**src/rtl/core_pkg.sv**
```systemverilog
// Shared core types and widths used by the memory arbiter and its ID queue.
package core_pkg;

  localparam int CoreXlen = 32;
  localparam int CoreIlen = 32;

  // Identifies which core port issued a memory request.
  typedef enum logic {
    SrcInst = 1'b0,
    SrcData = 1'b1
  } mem_src_e;

  // Arbiter grant state: free to choose, or holding a stalled grant.
  typedef enum logic {
    ArbIdle   = 1'b0,
    ArbLocked = 1'b1
  } arb_state_e;

  // Round-robin helper: the requester that did not win last time.
  function automatic mem_src_e other_src(input mem_src_e src);
    return (src == SrcInst) ? SrcData : SrcInst;
  endfunction

endpackage

```
**src/rtl/mem_arb_idq.sv**
```systemverilog
// Circular queue of request sources, one entry per outstanding read.
module mem_arb_idq
  import core_pkg::*;
#(
  parameter int DepthLog2 = 2
) (
  input  logic     clk_i,
  input  logic     rst_ni,
  input  logic     push_i,
  input  mem_src_e push_src_i,
  input  logic     pop_i,
  output logic     full_o,
  output logic     empty_o,
  output mem_src_e head_o
);

  localparam int Depth = 1 << DepthLog2;
  localparam logic [DepthLog2:0] PtrOne = 1;

  // Pointers carry one extra wrap bit so full and empty are distinguishable.
  logic [DepthLog2:0] wr_ptr_q, wr_ptr_d;
  logic [DepthLog2:0] rd_ptr_q, rd_ptr_d;
  mem_src_e           slots_q [Depth];
  logic               do_push, do_pop;

  assign empty_o = (wr_ptr_q == rd_ptr_q);
  assign full_o  = (wr_ptr_q[DepthLog2] != rd_ptr_q[DepthLog2]) &&
                   (wr_ptr_q[DepthLog2-1:0] == rd_ptr_q[DepthLog2-1:0]);
  assign head_o  = slots_q[rd_ptr_q[DepthLog2-1:0]];
  assign do_push = push_i && !full_o;
  assign do_pop  = pop_i && !empty_o;

  // Advance pointers on accepted push/pop.
  always_comb begin
    // NOTE: every output of a combinational block gets a default first, so no path leaves it unassigned and infers a latch.
    wr_ptr_d = wr_ptr_q;
    rd_ptr_d = rd_ptr_q;
    if (do_push) wr_ptr_d = wr_ptr_q + PtrOne;
    if (do_pop)  rd_ptr_d = rd_ptr_q + PtrOne;
  end

  // Pointer registers; reset empties the queue.
  always_ff @(posedge clk_i or negedge rst_ni) begin
    if (!rst_ni) begin
      // NOTE: sequential state uses non-blocking assignments so every register samples pre-edge values.
      wr_ptr_q <= '0;
      rd_ptr_q <= '0;
    end else begin
      wr_ptr_q <= wr_ptr_d;
      rd_ptr_q <= rd_ptr_d;
    end
  end

  // Entry storage; written only at the tail.
  always_ff @(posedge clk_i) begin
    // NOTE: storage is deliberately not reset; an entry is only read after it has been written, and the empty pointers make stale contents unreachable.
    if (do_push) slots_q[wr_ptr_q[DepthLog2-1:0]] <= push_src_i;
  end

endmodule

```
**src/rtl/mem_arbiter.sv**
```systemverilog
// Two-to-one round-robin arbiter sharing one memory port between fetch and data,
// with in-order read response routing.
module mem_arbiter
  import core_pkg::*;
#(
  parameter int Xlen      = CoreXlen,
  parameter int Ilen      = CoreIlen,
  parameter int MaskBits  = Xlen / 8,
  parameter int DepthLog2 = 2
) (
  input  logic                clk_i,
  input  logic                rst_ni,
  input  logic                inst_valid_i,
  output logic                inst_ready_o,
  input  logic [Xlen-1:0]     inst_addr_i,
  input  logic [Ilen-1:0]     inst_wdata_i,
  input  logic [MaskBits-1:0] inst_wmask_i,
  output logic [Ilen-1:0]     inst_rdata_o,
  output logic                inst_rvalid_o,
  input  logic                data_valid_i,
  output logic                data_ready_o,
  input  logic [Xlen-1:0]     data_addr_i,
  input  logic [Xlen-1:0]     data_wdata_i,
  input  logic [MaskBits-1:0] data_wmask_i,
  output logic [Xlen-1:0]     data_rdata_o,
  output logic                data_rvalid_o,
  input  logic                mem_ready_i,
  output logic                mem_valid_o,
  output logic [Xlen-1:0]     mem_addr_o,
  output logic [Xlen-1:0]     mem_wdata_o,
  output logic [MaskBits-1:0] mem_wmask_o,
  input  logic [Xlen-1:0]     mem_rdata_i,
  input  logic                mem_rvalid_i,
  output logic                err_o
);

  arb_state_e state_q, state_d;
  mem_src_e   lock_src_q, lock_src_d;
  mem_src_e   last_q, last_d;
  logic       err_q, err_d;

  mem_src_e   grant;
  logic       gnt_valid, gnt_read, blocked, accept;
  logic       q_full, q_empty, push, pop;
  mem_src_e   q_head;

  // Choose the granted source: a held grant wins, otherwise round-robin on ties.
  always_comb begin
    grant = SrcInst;
    if (state_q == ArbLocked)            grant = lock_src_q;
    else if (inst_valid_i && data_valid_i) grant = other_src(last_q);
    else if (data_valid_i)               grant = SrcData;
  end

  // Mux the granted request onto the unified port.
  always_comb begin
    gnt_valid   = inst_valid_i;
    mem_addr_o  = inst_addr_i;
    mem_wdata_o = Xlen'(inst_wdata_i);
    mem_wmask_o = inst_wmask_i;
    if (grant == SrcData) begin
      gnt_valid   = data_valid_i;
      mem_addr_o  = data_addr_i;
      mem_wdata_o = data_wdata_i;
      mem_wmask_o = data_wmask_i;
    end
  end

  // A read is held off while every tracking slot is in use; writes never are.
  assign gnt_read     = (mem_wmask_o == '0);
  assign blocked      = gnt_read && q_full;
  assign mem_valid_o  = rst_ni && gnt_valid && !blocked;
  assign inst_ready_o = rst_ni && (grant == SrcInst) && mem_ready_i && !blocked;
  assign data_ready_o = rst_ni && (grant == SrcData) && mem_ready_i && !blocked;
  assign accept       = mem_valid_o && mem_ready_i;

  // Responses: rdata is passed straight through, only rvalid is steered.
  assign push          = accept && gnt_read;
  assign pop           = mem_rvalid_i && !q_empty;
  assign inst_rvalid_o = pop && (q_head == SrcInst);
  assign data_rvalid_o = pop && (q_head == SrcData);
  assign inst_rdata_o  = mem_rdata_i[Ilen-1:0];
  assign data_rdata_o  = mem_rdata_i;
  assign err_o         = err_q;

  mem_arb_idq #(.DepthLog2(DepthLog2)) u_idq (
    .clk_i      (clk_i),
    .rst_ni     (rst_ni),
    .push_i     (push),
    .push_src_i (grant),
    .pop_i      (pop),
    .full_o     (q_full),
    .empty_o    (q_empty),
    .head_o     (q_head)
  );

  // Next-state: lock a stalled grant, release on acceptance, track last winner and orphan responses.
  always_comb begin
    state_d    = state_q;
    lock_src_d = lock_src_q;
    last_d     = last_q;
    err_d      = err_q || (mem_rvalid_i && q_empty);
    case (state_q)
      ArbIdle: begin
        if (mem_valid_o && !mem_ready_i) begin
          state_d    = ArbLocked;
          lock_src_d = grant;
        end
      end
      ArbLocked: begin
        if (accept) state_d = ArbIdle;
      end
      default: state_d = ArbIdle;
    endcase
    if (accept) last_d = grant;
  end

  // Arbiter registers; reset makes data win the first tie.
  always_ff @(posedge clk_i or negedge rst_ni) begin
    if (!rst_ni) begin
      state_q    <= ArbIdle;
      lock_src_q <= SrcInst;
      last_q     <= SrcInst;
      err_q      <= 1'b0;
    end else begin
      state_q    <= state_d;
      lock_src_q <= lock_src_d;
      last_q     <= last_d;
      err_q      <= err_d;
    end
  end

endmodule
```
**config.mk**
```make
export PLATFORM = sky130hd
export DESIGN_NAME = mem_arbiter
export DESIGN_NICKNAME = d
export VERILOG_FILES = /design/src/rtl/core_pkg.sv /design/src/rtl/mem_arb_idq.sv /design/src/rtl/mem_arbiter.sv
export SDC_FILE = /design/constraint.sdc
export NUM_CORES = 1
export LEC_CHECK = 0
export CAP_MARGIN = 20
export CELL_PAD_IN_SITES_DETAIL_PLACEMENT = 0
export CELL_PAD_IN_SITES_GLOBAL_PLACEMENT = 1
export CORE_MARGIN = 2
export CORE_UTILIZATION = 13
export DETAILED_ROUTE_END_ITERATION = 16
export PLACE_DENSITY = 0.74
export SLEW_MARGIN = 30
export SYNTH_ARGS = -nofsm -noshare
export SYNTH_HDL_FRONTEND = slang
export SYNTH_SLANG_ARGS = --single-unit
export TNS_END_PERCENT = 30
```
**constraint.sdc**
```tcl
create_clock -name clk_i -period 1.9 [get_ports clk_i]
set_input_delay 0.38 -clock clk_i [delete_from_list [all_inputs] [get_ports clk_i]]
set_output_delay 0.38 -clock clk_i [all_outputs]
set_load 0.05 [all_outputs]
```
### Word level (Yosys, flattened, before mapping)

Memory sizes are Yosys's and may differ from the RTL's.
Cells that the tools add are included.

* memories kept: 1
* memory bits (writable): 4
* input bits: 174
* word-level logic and storage cells: 55
* output and inout port bits: 138
* register bits after elaboration: 10

* bitwise logic cells: 3
* $add $sub $neg: 2
* multiplexer cells: 13
* reduce and logical (&&, ||, !) cells: 27
* eq/ne operators: 3

Memories
* u_idq.slots_q: words 4, bits a word 1, read ports 1, clocked after memory_dff 0, wr ports 1, line mem_arb_idq.sv:23 `mem_src_e slots_q [Depth];`

Operator list (number)
* $mux 32: 2
* $logic_and 1x1->1: 20
* $mux 1: 9
* $add 3x1->3 const B: 2
* $logic_not 1->1: 4
* $logic_not 4->1: 1
* $mux 4: 1
* $eq 3x3->1: 1
* $not 1->1: 3
* $eq 2x2->1: 1
* $pmux 1 s2: 1
* $reduce_and 2->1: 1
* $logic_or 1x1->1: 1
* $ne 1x1->1: 1

### Longest topological paths before layout

* word-level depth: 13
* depth in mapped cells: 6

### Hierarchy

A second synthesis with hierarchy kept.

* cell total of the unflattened synthesis: 231
* area, all modules: 2244.7 µm²

By module, submodules not included
* mem_arbiter: cells an instance 180, instances 1, area each 1646.6 µm², seq. area each 100.1 µm²
* mem_arb_idq: cells an instance 51, instances 1, area each 598.1 µm², seq. area each 270.3 µm²

### Worst setup path before layout

No wires, ideal clock.

* path type: register to output
* start point: register lock_src_q
* end point: output port mem_valid_o
* path buffers: 0
* data arrival time: 2243 ps
* path slack: -723 ps
* cell stages (with the launch flop): 7
* cells stage by stage: dfrtp_1 > and2_1 > a31oi_4 > inv_2 > mux2i_4 > nor2_1 > nor3_1

* word-level cells in the longest chain between the ends: 6
* elaborated cells between the ends (all ways): 8
* classes of those cells: 3 x mux; 5 x reduce/logical

Ends and longest elaborated chain
* from (decl): line mem_arbiter.sv:38 `mem_src_e lock_src_q, lock_src_d;`
* from (signal assigned): line mem_arbiter.sv:122 `lock_src_q <= SrcInst;`
* from (signal assigned): line mem_arbiter.sv:127 `lock_src_q <= lock_src_d;`
* $mux 1 *: line mem_arbiter.sv:50 `if (state_q == ArbLocked) grant = lock_src_q;`
* net grant: line mem_arbiter.sv:42 `mem_src_e grant;`
* $mux 4: line mem_arbiter.sv:61 `if (grant == SrcData) begin`
* $logic_not 4->1: line mem_arbiter.sv:70 `assign gnt_read = (mem_wmask_o == '0);`
* $logic_and 1x1->1: line mem_arbiter.sv:71 `assign blocked = gnt_read && q_full;`
* $logic_not 1->1: line mem_arbiter.sv:72 `assign mem_valid_o = rst_ni && gnt_valid && !blocked;`
* $logic_and 1x1->1 *: line mem_arbiter.sv:72
* to (decl): line mem_arbiter.sv:28 `output logic mem_valid_o,`

Mark *: on every way through the listed nets, which the timed path passes. The rest lies on a longest branch.

==> out/metrics.json <==
{
  "drc": {"value": 0},
  "initial_core_util": {"value": 0.133},
  "maximum_vdd_drop": {"value": 0.000711, "unit": "V"},
  "cts_tree": {"value": "done"},
  "preCtsSetupSlack": {"value": -0.633, "unit": "ns"},
  "dieArea": {"value": 17300, "unit": "µm²"},
  "worstPathRequired": {"value": 1.52, "unit": "ns"},
  "netlist_area": {"value": 2120, "unit": "µm²"},
  "core": {"value": 15900, "unit": "µm²"},
  "slowest_stage": {"value": "sky130_fd_sc_hd__dfrtp_1"},
  "num-fill-cells": {"value": 1627},
  "dpl.hpwl": {"value": 7.23, "unit": "mm"},
  "clk_root_buffer_cell": {"value": "sky130_fd_sc_hd__clkbuf_16"},
  "max_slew_margin": {"value": 0.740},
  "fin_total_pwr": {"value": 7.30, "unit": "mW"},
  "fin_crit_sh": {"value": 1.17},
  "grt_setup_unrepaired": {"value": "true"},
  "number_of_nets_with_antenna_violations_after_detailed_routing": {"value": 0},
  "grt_overflow_total": {"value": 0},
  "max_freq": {"value": 0.450, "unit": "GHz"},
  "critPathCaptureType": {"value": "output port"},
  "portBuffers": {"value": 215},
  "power_leakage": {"value": 2.16, "unit": "nW"},
  "finalMaxSlewViolations": {"value": 0},
  "ios": {"value": 312},
  "grt_first_pass_wirelength": {"value": 13.7, "unit": "mm"},
  "grtUsageTotal": {"value": 0.0995},
  "timing.hold.ws": {"value": 0.486, "unit": "ns"},
  "max_slew.worst_pin.slew": {"value": 0.387, "unit": "ns"},
  "routed_wire_length_per_instance": {"value": 15.2, "unit": "µm"},
  "syn_area_per_cell": {"value": 9.93, "unit": "µm²"},
  "detail_route.iter0.violations": {"value": 30},
  "final.min_clock_period": {"value": 2.22, "unit": "ns"},
  "finalWorstSetupSlack": {"value": -0.324, "unit": "ns"},
  "skew": {"value": 0.00296, "unit": "ns"},
  "critPathKind": {"value": "reg2out"},
  "area.growth.synth_to_final": {"value": 136, "unit": "%"},
  "crit_fanout": {"value": 17},
  "cts.sink_count": {"value": 14},
  "synth.yosys.seq_area_share": {"value": 0.175},
  "cp_data_arrival_time": {"value": 1.84, "unit": "ns"},
  "critical_path.startpoint_type": {"value": "flop"},
  "finalNetCount": {"value": 576},
  "path_delay_family": {"value": "buffers and inverters"},
  "drt_wirelength": {"value": 9.28, "unit": "mm"},
  "grt_max_degree": {"value": 19},
  "power.density": {"value": 1460, "unit": "nW/µm²"},
  "timing.critical_path.cells": {"value": "and2_4, a31oi_4, buf_12, buf_16, mux2_2, buf_6"},
  "clk_path_buf_depth": {"value": 2},
  "diodes": {"value": 0},
  "violated_checks": {"value": "setup timing"},
  "outcome": {"value": "finished with violations"},
  "crit_buf_inv": {"value": 3},
  "hold_viol_final": {"value": 0},
  "number_of_global_route_vias_before_repair": {"value": 2469},
  "globalplace.congestion": {"value": 0.794},
  "final_layout_size_suffix_gt1_frac": {"value": 0.513},
  "synth_cells": {"value": 213},
  "die_w": {"value": 132, "unit": "µm"},
  "fraction_of_the_core_area_covered_by_cells_at_the_end_of_the_flow": {"value": 0.314},
  "synth.yosys.warnings": {"value": 0},
  "maxCapViolCount": {"value": 0},
  "synth_seq_cells": {"value": 14},
  "die_height": {"value": 132, "unit": "µm"},
  "floorplan.rows": {"value": 46},
  "clk_pin_slew": {"value": 0.05, "unit": "ns"},
  "h-tree-depth": {"value": 1},
  "routed-via-count": {"value": 2241},
  "numCtsBuffers": {"value": 3},
  "max_stage_delay": {"value": 0.39, "unit": "ns"},
  "syn-num-nets": {"value": 392},
  "grt_antenna_before_repair": {"value": 0},
  "setup_viol_count_final": {"value": 80},
  "synthDistinctLibCells": {"value": 33},
  "drt_pass_1_iters": {"value": 6},
  "avgViaCountPerCell": {"value": 3.66},
  "hold_path.class": {"value": "reg2reg"},
  "clk_latency": {"value": 0.24, "unit": "ns"}
}
layer usage:
layer	routed length, µm	vias to the layer above	track usage
met4	234	0	0.0296
li1	-	1051	-
met5	0	-	0
met3	778	31	0.0274
met2	4860	131	0.188
met1	3410	1028	0.107
state kept, by name, indices dropped and copies added (netlist names), named ones only:
name / cells
err_o: 1
u_idq.rd_ptr_q: 3
u_idq.slots_q: 4
last_q: 1
u_idq.wr_ptr_q: 3
lock_src_q: 1
logic make-up after synthesis:
group / share of synthesized area
adder cells (fa/ha/maj): 0.0296
AND/OR/NAND/NOR: 0.0698
flip-flops: 0.175
XOR/XNOR: 0.0290
AO/OA/AOI/OAI: 0.0467
multiplexers: 0.399
buffers and inverters: 0.251
synthesized netlist by cell type (all sizes together):
cell type  count  share of area
a211oi         3          0.011
a21boi         1         0.0035
a31oi          1          0.010
a41o           1         0.0047
and2           5          0.015
and3           1         0.0030
buf           71           0.24
dfrtp         10           0.12
edfxtp         4          0.057
ha             5          0.030
inv            4         0.0071
mux2          71           0.38
mux2i          1          0.011
mux4           1          0.011
nand2          5         0.0089
nand2b         1         0.0030
nand3          2         0.0047
nand4          1         0.0030
nor2           6          0.011
nor2b          1         0.0030
nor3           2         0.0071
nor4           3         0.0089
o2111ai        1         0.0041
o21ai          1         0.0024
o21bai         2         0.0071
o2bb2ai        1         0.0041
or2            1         0.0030
xnor2          6          0.025
xor2           1         0.0041
through the flow:
| stage | TNS [ns] | std cells | cell area [µm²] |
|---|---|---|---|
| after floorplan | -1.76 | 213 | 2180 |
| after global placement | -44.64 | 599 | 4170 |
| after detailed placement | -45.62 | 599 | 4170 |
| after CTS | -22.24 | 611 | 4930 |
| after global routing | -26.31 | 612 | 4990 |
| final | -20.97 | 612 | 4990 |
worst register-to-register path, delay by kind of cell, from the launching register on:
| kind | cells | cell delay [ns] |
|---|---|---|
| buf+inv | 4 | 0.56 |
| mux | 2 | 0.50 |
| flops | 1 | 0.39 |
| compound gates | 2 | 0.29 |
| simple gates | 1 | 0.15 |
power by group:
part	total (mW)	switching, mW	internal, mW
registers	0.490	0.0723	0.417
logic	6.41	3.36	3.05
clock network	0.398	0.120	0.278
path summary, 6_finish.rpt:
check,slack (ns),from,to,cells after the start
worst max register to register,-0.13,flop,last_q$_DFFE_PN0P_,9
min in group asynchronous,0.55,rst_ni,async pin,3
worst min-delay path,0.49,err_o$_DFF_PN0_,err_o$_DFF_PN0_,1
max in group asynchronous,1.19,rst_ni,err_o$_DFF_PN0_,3
worst min register to register,0.49,err_o$_DFF_PN0_,err_o$_DFF_PN0_,1
worst max-delay path,-0.32,flop,mem_wdata_o[17],6
placed cells by master, fill, tap and decap left out, drive strengths merged, types with 2 or more instances in the layout:
cell | Yosys | layout
nand3 | 2 | 2
buf | 71 | 109
inv | 4 | 4
edfxtp | 4 | 4
clkdlybuf4s50 | 0 | 135
xnor2 | 6 | 6
ha | 5 | 5
dlygate4sd2 | 0 | 6
clkbuf | 0 | 3
o21bai | 2 | 2
dfrtp | 10 | 10
nor4 | 3 | 3
nor3 | 2 | 2
and2 | 5 | 5
nor2 | 6 | 6
a211oi | 3 | 3
nand2 | 5 | 5
mux2 | 71 | 71
timing repair:
| item | 4_1_cts | 5_1_grt |
|---|---|---|
| cloned | 4 | 0 |
| hold endpoints to repair | 0 | 0 |
| hold buffers | 0 | 0 |
| resized for setup | 142 | 19 |
| pin swaps | 7 | 1 |
| buffers inserted | 4 | 2 |
| endpoints found under the setup margin | 82 | 83 |
layout make-up:
type | instances | area, µm² | area share
Clock buffer | 3 | 75.1 | 0.0150
Inverter | 4 | 15.0 | 0.00301
Clock inverter | 1 | 3.75 | 0.000752
Multi-Input combinational cell | 124 | 1540 | 0.308
Sequential cell | 14 | 370 | 0.0742
Timing Repair Buffer | 250 | 2720 | 0.545
Tap cell | 216 | 270 | 0.0542
(Power assumes the default switching activity.)
